<file path="src/rtl/mem_arb_pkg.sv">
// mem_arb_pkg
//   Shared types and constants for the data-memory port arbiter.
//   arb_state_t : arbiter FSM state (IDLE, ISSUE, WAIT)
//   arb_owner_t : owner of the transaction in flight (IF = fetch, LS = load/store)
//   FETCH_CTRL  : funct3 code issued for every instruction fetch (word access)
package mem_arb_pkg;

    typedef enum logic [1:0] {
        IDLE  = 2'd0,
        ISSUE = 2'd1,
        WAIT  = 2'd2
    } arb_state_t;

    typedef enum logic {
        IF = 1'b0,
        LS = 1'b1
    } arb_owner_t;

    localparam logic [2:0] FETCH_CTRL = 3'b010;

endpackage

</file>
<file path="src/rtl/mem_arb_starve_ctr.sv">
// mem_arb_starve_ctr
//   Saturating up-counter with synchronous clear; tracks consecutive
//   load/store grants made while fetch was waiting.
//   Ports:
//     clk, rst_n : clock, asynchronous active-low reset
//     inc        : count one more starved grant (saturates at LIMIT)
//     clr        : clear the count (has priority over inc)
//     sat        : count has reached LIMIT
module mem_arb_starve_ctr #(
    parameter int unsigned LIMIT = 4
) (
    input  logic clk,
    input  logic rst_n,
    input  logic inc,
    input  logic clr,
    output logic sat
);

    localparam int unsigned CW = (LIMIT < 1) ? 1 : $clog2(LIMIT + 1);
    localparam logic [CW-1:0] LIM = CW'(LIMIT);

    logic [CW-1:0] cnt;

    always_ff @(posedge clk or negedge rst_n) begin
        if (!rst_n) begin
            cnt <= '0;
        end else if (clr) begin
            cnt <= '0;
        end else if (inc && (cnt != LIM)) begin
            cnt <= cnt + CW'(1);
        end
    end

    assign sat = (cnt == LIM);

endmodule

</file>
<file path="src/rtl/mem_port_arbiter.sv">
// mem_port_arbiter
//   Shares the single data-memory port between instruction fetch (IF) and
//   the load/store path (LS). Arbitrates in IDLE, registers the winning
//   request, runs the mem_req/mem_ready handshake and routes the read
//   response back to the recorded owner. One transaction in flight.
//   Build option: define MEM_ARB_STARVE_EN to let fetch win a tie after
//   STARVE_LIMIT consecutive load/store grants made while fetch waited;
//   otherwise load/store has strict priority.
//   Ports:
//     clk, rst_n                      : clock, asynchronous active-low reset
//     if_req/if_addr                  : fetch request (held until if_gnt)
//     if_gnt/if_rvalid/if_rdata       : fetch grant and read response
//     ls_req/ls_we/ls_addr/ls_wdata/ls_ctrl : load/store request
//     ls_gnt/ls_done/ls_rdata         : load/store grant and completion
//     mem_req/mem_we/mem_addr/mem_wdata/mem_ctrl : memory request fields
//     mem_ready/mem_rvalid/mem_rdata  : memory accept and read response
module mem_port_arbiter
    import mem_arb_pkg::*;
#(
    parameter int unsigned ADDR_W       = 32,
    parameter int unsigned DATA_W       = 32,
    parameter int unsigned STARVE_LIMIT = 4
) (
    input  logic              clk,
    input  logic              rst_n,
    input  logic              if_req,
    input  logic [ADDR_W-1:0] if_addr,
    output logic              if_gnt,
    output logic              if_rvalid,
    output logic [DATA_W-1:0] if_rdata,
    input  logic              ls_req,
    input  logic              ls_we,
    input  logic [ADDR_W-1:0] ls_addr,
    input  logic [DATA_W-1:0] ls_wdata,
    input  logic [2:0]        ls_ctrl,
    output logic              ls_gnt,
    output logic              ls_done,
    output logic [DATA_W-1:0] ls_rdata,
    output logic              mem_req,
    output logic              mem_we,
    output logic [ADDR_W-1:0] mem_addr,
    output logic [DATA_W-1:0] mem_wdata,
    output logic [2:0]        mem_ctrl,
    input  logic              mem_ready,
    input  logic              mem_rvalid,
    input  logic [DATA_W-1:0] mem_rdata
);

    arb_state_t        state, state_nxt;
    arb_owner_t        owner;
    logic              iss_we;
    logic [ADDR_W-1:0] iss_addr;
    logic [DATA_W-1:0] iss_wdata;
    logic [2:0]        iss_ctrl;

    logic starve_hit;
    logic fetch_wins;
    logic rd_resp;

`ifdef MEM_ARB_STARVE_EN
    mem_arb_starve_ctr #(
        .LIMIT(STARVE_LIMIT)
    ) u_starve_ctr (
        .clk  (clk),
        .rst_n(rst_n),
        .inc  (ls_gnt & if_req),
        .clr  (if_gnt | ((state == IDLE) & ~if_req)),
        .sat  (starve_hit)
    );
`else
    logic unused_starve_cfg;
    assign unused_starve_cfg = ^STARVE_LIMIT;
    assign starve_hit        = 1'b0;
`endif

    assign fetch_wins = if_req & (~ls_req | starve_hit);

    always_ff @(posedge clk or negedge rst_n) begin
        if (!rst_n) begin
            state <= IDLE;
        end else begin
            state <= state_nxt;
        end
    end

    always_comb begin
        state_nxt = state;
        if_gnt    = 1'b0;
        ls_gnt    = 1'b0;
        case (state)
            IDLE: begin
                if_gnt = fetch_wins;
                ls_gnt = ls_req & ~fetch_wins;
                if (if_req || ls_req) begin
                    state_nxt = ISSUE;
                end
            end
            ISSUE: begin
                if (mem_ready) begin
                    state_nxt = iss_we ? IDLE : WAIT;
                end
            end
            WAIT: begin
                if (mem_rvalid) begin
                    state_nxt = IDLE;
                end
            end
            default: state_nxt = IDLE;
        endcase
    end

    // Issue registers load only on a grant, so mem_* hold steady through
    // any number of mem_ready=0 cycles.
    always_ff @(posedge clk or negedge rst_n) begin
        if (!rst_n) begin
            owner     <= IF;
            iss_we    <= 1'b0;
            iss_addr  <= '0;
            iss_wdata <= '0;
            iss_ctrl  <= '0;
        end else if (if_gnt) begin
            owner     <= IF;
            iss_we    <= 1'b0;
            iss_addr  <= if_addr;
            iss_wdata <= '0;
            iss_ctrl  <= FETCH_CTRL;
        end else if (ls_gnt) begin
            owner     <= LS;
            iss_we    <= ls_we;
            iss_addr  <= ls_addr;
            iss_wdata <= ls_wdata;
            iss_ctrl  <= ls_ctrl;
        end
    end

    assign mem_req   = (state == ISSUE);
    assign mem_we    = iss_we;
    assign mem_addr  = iss_addr;
    assign mem_wdata = iss_wdata;
    assign mem_ctrl  = iss_ctrl;

    // mem_rvalid only counts while waiting for our own read.
    assign rd_resp   = (state == WAIT) & mem_rvalid;
    assign if_rvalid = rd_resp & (owner == IF);
    assign ls_done   = (rd_resp & (owner == LS)) | (mem_req & mem_ready & iss_we);

    // Read data is passed through but zeroed when not valid for that owner,
    // so an idle or reset arbiter presents all-zero outputs.
    assign if_rdata  = if_rvalid ? mem_rdata : '0;
    assign ls_rdata  = (rd_resp && (owner == LS)) ? mem_rdata : '0;

endmodule

</file>
<file path="config.mk">
export PLATFORM = sky130hd
export DESIGN_NAME = mem_port_arbiter
export DESIGN_NICKNAME = d
export VERILOG_FILES = /design/src/rtl/mem_arb_pkg.sv /design/src/rtl/mem_arb_starve_ctr.sv /design/src/rtl/mem_port_arbiter.sv
export SDC_FILE = /design/constraint.sdc
export NUM_CORES = 1
export LEC_CHECK = 0
export ABC_CLOCK_PERIOD_IN_PS = 2200
export CAP_MARGIN = 20
export CORE_MARGIN = 2
export CORE_UTILIZATION = 29
export CTS_BUF_LIST = sky130_fd_sc_hd__clkbuf_16
export DETAILED_ROUTE_END_ITERATION = 8
export GPL_ROUTABILITY_DRIVEN = 0
export PLACE_DENSITY = 0.8
export SETUP_SLACK_MARGIN = 0.1
export SYNTH_ARGS = -nofsm -noshare
export SYNTH_HDL_FRONTEND = slang
export SYNTH_SLANG_ARGS = --single-unit
</file>
<file path="constraint.sdc">
create_clock -name clk -period 2.2 [get_ports clk]
set_input_delay 0.44 -clock clk [delete_from_list [all_inputs] [get_ports clk]]
set_output_delay 0.44 -clock clk [all_outputs]
set_load 0.02 [all_outputs]
</file>
==> flow_metrics.py <==
metrics = {
    "outcome": {
        "status": "finished, final reports clean",
    },
    "layout": {
        "register_area_um2": 1780,
        "fin_area_um2": 6740,
        "most-common-layout-cells": "203 x clkdlybuf4s50_1, 70 x dfrtp_1, 64 x a22o_1",
        "layout_commonest_cell": "clkdlybuf4s50_1",
        "fillers": 942,
        "multi_input_area_um2": 1570,
        "fin_nets": 698,
        "drive_above_1_share_pct": 31.3,
        "postLayoutCoreUtil_pct": 58.8,
        "area_growth_pct": 96.8,
        "antenna_cells": 0,
    },
    "power_and_ir_drop": {
        "power.share.combinational_pct": 51.8,
        "power_density_nw_per_um2": 1180,
        "design_power_total_mw": 7.97,
        "p_seq_share_pct": 28.8,
        "p_int_mw": 5.12,
        "ir_worst_vdd_v": 0.000752,
        "p_leak_nw": 3.07,
        "power.switching_mw": 2.85,
        "clkPwrFrac_pct": 19.4,
        "p_sw_share_pct": 35.7,
    },
    "drt": {
        "route.vias.total": 3360,
        "ant_nets": 0,
        "avgRoutedWirePerCell_um": 17.1,
        "routed_wl_mm": 12.1,
        "drc": 0,
        "viasPerCell": 4.75,
        "drt-initial-drc-count": 115,
        "first_pass_iters": 4,
    },
    "logic_synthesis": {
        "syn_inst": 279,
        "syn_nets": 417,
        "synth_area_um2": 3420,
        "syn_avg_cell_area_um2": 12.3,
        "synth_cell_types": 22,
        "synth_warnings": 0,
        "synth-seq-area-share_pct": 51.9,
        "synth-seq-cells": 71,
    },
    "setup_path": {
        "cp.arrival_ps": 1670,
        "worstPathMaxFanout": 4,
        "crit_required_ps": 1760,
        "ff2ff_setup_slack_ps": 210,
        "r2r_cells": 5,
        "startpoint_type": "register",
        "path_class": "register to output pin",
        "timing.rr.end": "mem_addr[2]",
        "cp-end-kind": "output pin",
        "r2r_start": "state[0]",
    },
    "global_routing": {
        "grt_pass1_wl_mm": 18.2,
        "grtUsageTotal_pct": 18.2,
        "grt_max_degree": 47,
        "grt_pass1_vias": 3552,
        "antenna_found_initial": 0,
        "grt_remaining_overflow": 0,
    },
    "clocking": {
        "cts_num_sinks": 71,
        "cts_hold_buf": 0,
        "clkTransAtPathRegs_ps": 60,
        "cts_tree": "built",
        "clock_path_buffers": 2,
        "root_buffer": "clkbuf_16",
        "cts_buffers": 9,
        "h-tree-depth": 3,
        "clock_latency_ps": 330,
    },
    "timing": {
        "rsz0062_at_grt": "true",
        "clock_skew_ps": 8.50,
        "setup_viol": 0,
        "min_period_over_period_pct": 95.7,
        "setup_tns_ps": 0,
        "relSlewSlack_pct": 60.0,
        "tightest_slew_ps": 600,
        "fmax_mhz": 475,
        "final_hold_viol_count": 0,
        "setup_ws_ps": 94.3,
        "period_minus_slack_ps": 2110,
        "slew_violations": 0,
    },
    "placed_design": {
        "pre_cts_ws_ps": -394,
        "dpl.hpwl_mm": 9.28,
        "placedInstanceArea_um2": 6370,
        "io_buffers": 274,
    },
    "floorplanning": {
        "io_pins": 275,
        "initial_utilization_pct": 29.9,
        "num_rows": 39,
        "die_h_um": 113,
        "die_w_um": 113,
        "core_area_um2": 11500,
        "die_area_um2": 12700,
    },
    "job": {
        "cap_violations": 0,
    },
    "hold_path": {
        "min-delay-path-class": "input pin to asynchronous set/reset pin",
    },
}
[power groups by stage]
stage / Sequential, mW / Combinational [mW] / Clock, mW
6_report: 2.29 / 4.13 / 1.55
5_1_grt: 2.37 / 4.34 / 1.64
2_1_floorplan: 2.96 / 1.40 / 0
3_5_place_dp: 2.29 / 4.13 / 0
4_1_cts: 2.30 / 4.11 / 1.58
3_3_place_gp: 2.26 / 4.05 / 0
[kinds of logic (layout without fill, tap and decap cells)]
logic type | count (synthesis) | after routing | share of synthesized area [%]
AO/OA/AOI/OAI | 72 | 72 | 18.2
flip-flops | 71 | 71 | 51.9
multiplexers | 32 | 32 | 10.5
buffers and inverters | 29 | 315 | 5.55
AND/OR/NAND/NOR | 75 | 75 | 13.8
[through the flow]
step | std cells | hold WS [ps]
6_report | 708 | 121
5_1_grt | 708 | 165
4_1_cts | 704 | 141
3_5_place_dp | 686 | 487
3_3_place_gp | 685 | 475
2_1_floorplan | 279 | 144
[final cells by class]
class                           count  area share, %
Sequential cell                    71           26.4
Clock buffer                        9           3.34
Multi-Input combinational cell    179           23.3
Tap cell                          143           2.66
Timing Repair Buffer              295           42.7
Inverter                            4          0.223
Clock inverter                      7           1.43
[routing by layer]
layer / GRT usage, % / share of wire [%]
met4: 7.56 / 2.0
met5: 0 / 0
met2: 33.1 / 54
met3: 6.05 / 9.0
met1: 19.1 / 35
[flip-flops by register name, indices dropped and copies added (netlist names)]
name,flops
mem_ctrl,3
mem_addr,32
state,2
owner,1
mem_wdata,32
mem_we,1
[how the worst max path moves through the flow]
| stage | end | startpoint | slack (ps) | cells past startpoint |
|---|---|---|---|---|
| 2_1_floorplan | if_rdata[22] | state[0] | 190 | 4 |
| 3_3_place_gp | if_gnt | if_req | -370 | 4 |
| 3_5_place_dp | if_gnt | if_req | -390 | 4 |
| 4_1_cts | if_gnt | state[0] | 40 | 4 |
| 5_1_grt | if_gnt | state[0] | 10 | 4 |
| 6_report | if_gnt | state[0] | 90 | 4 |
[cell usage after synthesis]
master / n / area [µm²]
o21ai_0: 1 / 5.00
mux2_2: 32 / 360
or2b_1: 1 / 7.51
or4b_1: 1 / 10.0
a21oi_1: 1 / 5.00
nor2_1: 3 / 11.3
clkbuf_1: 14 / 52.6
o32ai_1: 1 / 8.76
nand2b_1: 1 / 6.26
o21ai_1: 1 / 5.00
a22o_1: 64 / 561
buf_8: 3 / 45.0
buf_6: 6 / 67.6
dfrtp_1: 71 / 1780
buf_2: 2 / 10.0
a22o_2: 3 / 30.0
and2_1: 64 / 400
inv_1: 4 / 15.0
nor2b_1: 2 / 12.5
nor3b_1: 2 / 15.0
and4b_2: 1 / 11.3
a31o_2: 1 / 8.76
[critical path, cell delays in order, from the launching register on]
cell,delay (ps)
dfrtp_1,390
buf_4,160
or4b_1,560
inv_2,110
buf_4,140
[what timing repair did]
item	CTS	global route
setup endpoints to repair	69	68
gates resized for setup	217	124
hold endpoints to repair	0	0
pin swaps	0	13
cloned	1	2
setup buffers	1	2
Note: power is estimated with default switching activity, not from simulation.
